<file path="config.mk">
export PLATFORM = sky130hd
export DESIGN_NAME = fetch_stage
export DESIGN_NICKNAME = d
export VERILOG_FILES = /design/src/rtl/fetch_stage_pkg.sv /design/src/rtl/ifid_reg.sv /design/src/rtl/fetch_stage.sv
export SDC_FILE = /design/constraint.sdc
export NUM_CORES = 1
export LEC_CHECK = 0
export ABC_AREA = 1
export ABC_CLOCK_PERIOD_IN_PS = 1500
export BUFFER_PORTS_ARGS = -buffer_cell sky130_fd_sc_hd__buf_2
export CORE_UTILIZATION = 40
export CTS_CLUSTER_SIZE = 25
export DETAILED_ROUTE_END_ITERATION = 8
export GPL_TIMING_DRIVEN = 0
export HOLD_SLACK_MARGIN = 0.1
export SLEW_MARGIN = 10
export SYNTH_ARGS = -nofsm -noshare
export SYNTH_HDL_FRONTEND = slang
export SYNTH_SLANG_ARGS = --single-unit
</file>
<file path="constraint.sdc">
create_clock -name clk -period 1.5 [get_ports clk]
set_input_delay 0.15 -clock clk [delete_from_list [all_inputs] [get_ports clk]]
set_output_delay 0.15 -clock clk [all_outputs]
set_load 0.02 [all_outputs]
</file>
<file path="src/rtl/fetch_stage_pkg.sv">
// Shared CPU definitions: fetch FSM encoding, halt opcode, reset PC and
// instruction field positions.
package fetch_stage_pkg;

    typedef enum logic [2:0] {
        FETCH  = 3'd0,
        WAIT   = 3'd1,
        HOLD   = 3'd2,
        DRAIN  = 3'd3,
        HALTED = 3'd4
    } fetch_state_e;

    localparam logic [3:0]  OPC_HLT      = 4'hF;
    localparam logic [15:0] CPU_RESET_PC = 16'h0000;
    localparam int unsigned OPC_MSB      = 15;
    localparam int unsigned OPC_LSB      = 12;

    function automatic logic [3:0] opcode(input logic [15:0] instr);
        return instr[OPC_MSB:OPC_LSB];
    endfunction

endpackage

</file>
<file path="src/rtl/ifid_reg.sv">
// Generic pipeline register with valid bit; clear drops the valid bit,
// load captures a new entry, otherwise the entry holds.
module ifid_reg #(
    parameter int unsigned WIDTH = 32
) (
    input  logic             clk,
    input  logic             rst,
    input  logic             load,
    input  logic             clear,
    input  logic [WIDTH-1:0] data_in,
    output logic             valid,
    output logic [WIDTH-1:0] data
);

    logic             valid_q, valid_d;
    logic [WIDTH-1:0] data_q, data_d;

    always_comb begin
        valid_d = valid_q;
        data_d  = data_q;
        if (clear) begin
            valid_d = 1'b0;
        end else if (load) begin
            valid_d = 1'b1;
            data_d  = data_in;
        end
    end

    always_ff @(posedge clk) begin
        if (rst) begin
            valid_q <= 1'b0;
            data_q  <= '0;
        end else begin
            valid_q <= valid_d;
            data_q  <= data_d;
        end
    end

    assign valid = valid_q;
    assign data  = data_q;

endmodule

</file>
<file path="src/rtl/fetch_stage.sv">
// Instruction-fetch front end: PC ownership, variable-latency imem handshake,
// one-entry skid buffer behind IF/ID, redirect squash and halt detection.
module fetch_stage
    import fetch_stage_pkg::*;
#(
    parameter logic [15:0] RESET_PC = CPU_RESET_PC,
    parameter logic [15:0] PC_INC   = 16'd2,
    parameter logic [3:0]  HALT_OPC = OPC_HLT
) (
    input  logic        clk,
    input  logic        rst,
    output logic        imem_req,
    output logic [15:0] imem_addr,
    input  logic        imem_rdy,
    input  logic [15:0] imem_data,
    input  logic        id_stall,
    input  logic        redirect,
    input  logic [15:0] redirect_pc,
    output logic        ifid_valid,
    output logic [15:0] ifid_instr,
    output logic [15:0] ifid_npc,
    output logic [15:0] pc,
    output logic        halted
);

    fetch_state_e state_q, state_d;
    logic [15:0]  pc_q, pc_d;
    logic [15:0]  addr_q, addr_d;
    logic         halted_q, halted_d;
    logic         skid_valid_q, skid_valid_d;
    logic [15:0]  skid_instr_q, skid_instr_d;
    logic [15:0]  skid_npc_q, skid_npc_d;

    logic         ifid_load, ifid_clear;
    logic [31:0]  ifid_in, ifid_data;

    logic [15:0]  npc;
    logic         fetching, fetch_done, slot_free, is_halt, skid_halt;

    assign npc        = pc_q + PC_INC;
    assign fetching   = (state_q == FETCH) || (state_q == WAIT);
    assign fetch_done = fetching && imem_rdy && !redirect;
    assign slot_free  = !ifid_valid || !id_stall;
    assign is_halt    = (opcode(imem_data) == HALT_OPC);
    assign skid_halt  = (opcode(skid_instr_q) == HALT_OPC);

    // State register
    always_ff @(posedge clk) begin
        if (rst) begin
            state_q <= FETCH;
        end else begin
            state_q <= state_d;
        end
    end

    // Next-state logic; redirect pre-empts every state
    always_comb begin
        state_d = state_q;
        if (redirect) begin
            if ((fetching || state_q == DRAIN) && !imem_rdy) begin
                state_d = DRAIN;
            end else begin
                state_d = FETCH;
            end
        end else begin
            case (state_q)
                FETCH, WAIT: begin
                    if (imem_rdy) begin
                        if (!slot_free)   state_d = HOLD;
                        else if (is_halt) state_d = HALTED;
                        else              state_d = FETCH;
                    end else begin
                        state_d = WAIT;
                    end
                end
                HOLD: begin
                    if (!id_stall) state_d = skid_halt ? HALTED : FETCH;
                end
                DRAIN: begin
                    if (imem_rdy) state_d = FETCH;
                end
                HALTED:  state_d = HALTED;
                default: state_d = FETCH;
            endcase
        end
    end

    // Memory interface outputs; DRAIN keeps presenting the squashed address
    always_comb begin
        imem_req  = !rst && (fetching || state_q == DRAIN);
        imem_addr = (state_q == DRAIN) ? addr_q : pc_q;
    end

    // Datapath: PC, halt flag, skid buffer and IF/ID controls
    always_comb begin
        pc_d         = pc_q;
        addr_d       = (state_q == DRAIN) ? addr_q : pc_q;
        halted_d     = halted_q;
        skid_valid_d = skid_valid_q;
        skid_instr_d = skid_instr_q;
        skid_npc_d   = skid_npc_q;
        ifid_load    = 1'b0;
        ifid_clear   = 1'b0;
        ifid_in      = {imem_data, npc};
        if (redirect) begin
            pc_d         = redirect_pc;
            halted_d     = 1'b0;
            skid_valid_d = 1'b0;
            ifid_clear   = 1'b1;
        end else begin
            if (fetch_done) begin
                pc_d = npc;
                if (is_halt) halted_d = 1'b1;
                if (slot_free) begin
                    ifid_load = 1'b1;
                end else begin
                    skid_valid_d = 1'b1;
                    skid_instr_d = imem_data;
                    skid_npc_d   = npc;
                end
            end else if (state_q == HOLD && skid_valid_q && !id_stall) begin
                ifid_load    = 1'b1;
                ifid_in      = {skid_instr_q, skid_npc_q};
                skid_valid_d = 1'b0;
            end
            if (!ifid_load && !id_stall) ifid_clear = 1'b1;
        end
    end

    always_ff @(posedge clk) begin
        if (rst) begin
            pc_q         <= RESET_PC;
            addr_q       <= RESET_PC;
            halted_q     <= 1'b0;
            skid_valid_q <= 1'b0;
            skid_instr_q <= '0;
            skid_npc_q   <= '0;
        end else begin
            pc_q         <= pc_d;
            addr_q       <= addr_d;
            halted_q     <= halted_d;
            skid_valid_q <= skid_valid_d;
            skid_instr_q <= skid_instr_d;
            skid_npc_q   <= skid_npc_d;
        end
    end

    ifid_reg #(
        .WIDTH(32)
    ) u_ifid (
        .clk     (clk),
        .rst     (rst),
        .load    (ifid_load),
        .clear   (ifid_clear),
        .data_in (ifid_in),
        .valid   (ifid_valid),
        .data    (ifid_data)
    );

    assign ifid_instr = ifid_data[31:16];
    assign ifid_npc   = ifid_data[15:0];
    assign pc         = pc_q;
    assign halted     = halted_q;

endmodule

</file>
==> flow_summary_export.csv <==
group,metric,value,unit
status,outcome,"finished, violations left",
status,violations,"setup timing",
sta,fin_crit,1.662,ns
placed_design,pre_cts_ws,-0.3112,ns
clock_network,cts_tree,"yes",
floorplanning,core,11030,sq um
synth,synth-seq-area-share,44.22,%
setup_path,cp_data_arrival_time,1.51,ns
sta,setup_viol,75,
final_layout,syn_to_final_growth,45.25,%
pwr,power.share.switching,28.56,%
global_routing,grt_pass1_vias,4809,
final_layout,nNetsFinal,870,
synth,syn-num-nets,697,
sta,final.period_utilization,110.8,%
floorplanning,num_rows,38,
setup_path,cp_max_fo,5,
setup_path,criticalPathCategory,"reg2out",
synth,ys_types,34,
pwr,vdd_drop_max,0.0006739,V
pwr,comb_power_share,18.1,%
global_routing,grt_pass1_wl,23540,microns
pwr,p_int,0.004613,W
synth,yosys.area_share.xor_xnor,1.328,%
synth,yosys.area_share.adder,0.2709,%
min_path,hold_path_class,"in2reg",
placed_design,dp_hpwl,10120,microns
pwr,power.share.clock,36.3,%
sta,max-slew-margin-rel,61.07,%
sta,hold_viol_final,0,
global_routing,grt-ovfl-total,0,
placed_design,port_buffers,102,
setup_path,required,1.35,ns
detailed_routing,drc,0,
final_layout,drive_above_1_share,32.62,%
detailed_routing,drtIter0Drc,292,
pwr,p_leak,3.317,nW
sta,fin_skew,0.007196,ns
clock_network,cts_sinks,102,
sta,fmax,0.6015,GHz
synth,synth_top_area_share,44.22,%
setup_path,path_buf_inv,5,
detailed_routing,first_pass_iters,4,
detailed_routing,viasPerCell,5.154,
global_routing,grt_usage,25.80,%
detailed_routing,ant_nets,0,
setup_path,slowest_delay,0.34,ns
floorplanning,fp.dieW,109.5,microns
clock_network,cts_buffers,9,
detailed_routing,wire_per_inst,15.65,microns
synth,ys_warn_count,0,
synth,synthSimpleGateAreaFrac,26.50,%
pwr,p_sw,0.001844,W
final_layout,final_common_cell,"nand2_1",
floorplanning,start_util,41.87,%
setup_path,critPathCaptureType,"output pin",
synth,yosys.area.top_type,"dfxtp_1",
final_layout,final_cells,977,
final_layout,final_cell_mix,"nand2_1, buf_2, nor2_1",
clock_network,clockBufferDepth,2,
sta,tightest_slew,0.5840,ns
placed_design,gp_congestion,0.8823,
synth,syn_area,4618,sq um
global_routing,grt_max_degree,17,
floorplanning,pin_count,104,
detailed_routing,vias,5035,
synth,synth_top_family_by_area,"simple AND/OR/NAND/NOR gates",
synth,muxShareOfSynthArea,0,%
pwr,p_seq_share,45.6,%
sta,rsz0062_at_grt,"yes",
setup_path,path_delay_family,"buffers and inverters",
floorplanning,fp.dieArea,11980,sq um
sta,drv_slew,0,
sta,setup_ws,-0.1624,ns
global_routing,antenna_found_initial,0,
placed_design,placedCellCount,901,
job,max_cap_viol_count,0,
floorplanning,die_h,109.5,microns
synth,syn_inst,659,
clock_network,clkTransAtPathRegs,0.07,ns
setup_path,startpoint_type,"flip-flop",
setup_path,cp_cell_sequence,"inv_2 -> nand3_4 -> buf_6 -> clkbuf_16 -> o21ai_4 -> inv_2 -> buf_6",
clock_network,cts_root_buf,"clkbuf_16",
synth,ys_ff_latch,102,
setup_path,crit_slowest_cell,"dfxtp_2",
detailed_routing,wl,15290,microns
synth,syn_area_per_cell,7.008,sq um
synth,ys_top_cells_by_area,"dfxtp_1, nand2_1, o21ai_0",
pwr,p_per_area,962.6,nW/um^2
clock_network,htreeDepth,3,
synth,synth_compound_area_share,17.23,%
final_layout,insertedDiodeCount,0,
clock_network,insertion_delay,0.35,ns
## path summary, 6_finish.rpt
path / from / to / slack [ns] / depth (start not counted)
setup / recovery: state_q[2]$_SDFFE_PP0P_ / imem_addr[1] / -0.16 / 7
hold / removal: imem_data[15] / skid_instr_q[15]$_SDFFE_PP0P_ / 0.12 / 3
setup reg to reg: state_q[1]$_SDFFE_PP0P_ / u_ifid.data[19]$_SDFFE_PP0P_ / -0.08 / 10
hold reg to reg: skid_instr_q[10]$_SDFFE_PP0P_ / u_ifid.data[26]$_SDFFE_PP0P_ / 0.46 / 2
## logic make-up (layout without fill, tap and decap cells)
kind of cell | after synthesis | count (layout)
simple gates | 285 | 286
compound gates | 151 | 151
buf+inv | 113 | 290
flops | 102 | 102
xor+xnor | 7 | 7
fa+ha+maj | 1 | 1
## repair_timing
| item | in CTS | in global routing |
|---|---|---|
| setup endpoints to repair | 98 | 98 |
| gates cloned | 4 | 2 |
| hold buffers | 24 | 1 |
| resized for setup | 121 | 86 |
| pin swaps | 6 | 3 |
| buffers inserted | 23 | 8 |
| endpoints found under the hold margin | 30 | 1 |
## tightest hold or removal path: stages
cell	delay [ns]
buf_2	0.10
o21ai_0	0.08
a21oi_1	0.10
## Yosys cell counts (all sizes together)
master	n
xor2	7
nor4	1
o2111ai	1
a31oi	8
clkbuf	13
a211oi	1
and2	2
o221ai	3
nor3	2
buf	23
or2	6
nand3	16
o21bai	2
nor2	106
a21oi	40
dfxtp	102
ha	1
o211ai	1
o21ai	95
inv	77
nand2	136
nand4	16
## state kept, by name, summed over array words and instances (netlist names)
signal / flops
pc: 16
halted: 1
skid_npc_q: 16
u_ifid.valid: 1
skid_instr_q: 16
addr_q: 16
u_ifid.data: 32
skid_valid_q: 1
state_q: 3
## through the flow
stage               hold slack (ns)  area (sq um)  power [W]  setup TNS [ns]  utilization (%)
finish                       0.1231          6708   0.006457          -3.899            60.81
global route                 0.1518          6708   0.006711          -11.26            60.81
CTS                          0.1014          6410   0.006384          -2.295            58.11
detailed placement           0.3963          5306   0.003866          -10.06            48.11
global placement             0.3888          5306   0.003850          -7.050            48.11
floorplan                    0.2293          4621   0.003529               0                -
## power groups by stage
stage	logic [W]	registers, W	clock network (W)
after global routing	0.00126	0.00296	0.00249
after CTS	0.00108	0.00294	0.00237
after floorplan	0.000448	0.00308	0
final	0.00117	0.00295	0.00235
after global placement	0.000864	0.00299	0
after detailed placement	0.000877	0.00299	0
## cell type report
class | instances | area [sq um]
plain buffers | 35 | 290.3
clock buffers | 10 | 229.0
clock inverters | 6 | 61.31
fillers | 999 | 4323
inverters | 77 | 301.5
multi-input cells | 445 | 2430
flip-flops and latches | 102 | 2072
well taps | 140 | 175.2
repair buffers | 162 | 1149
## metal layers
metal / part of all wire [%] / GRT usage, % / vias to the layer above
li1: - / - / 2461
met1: 44 / 32.11 / 2411
met2: 50 / 45.19 / 144
met3: 4.5 / 4.564 / 19
met4: 1.7 / 8.000 / 0
met5: 0 / 0 / -
Power figures use the tool's default switching activity.
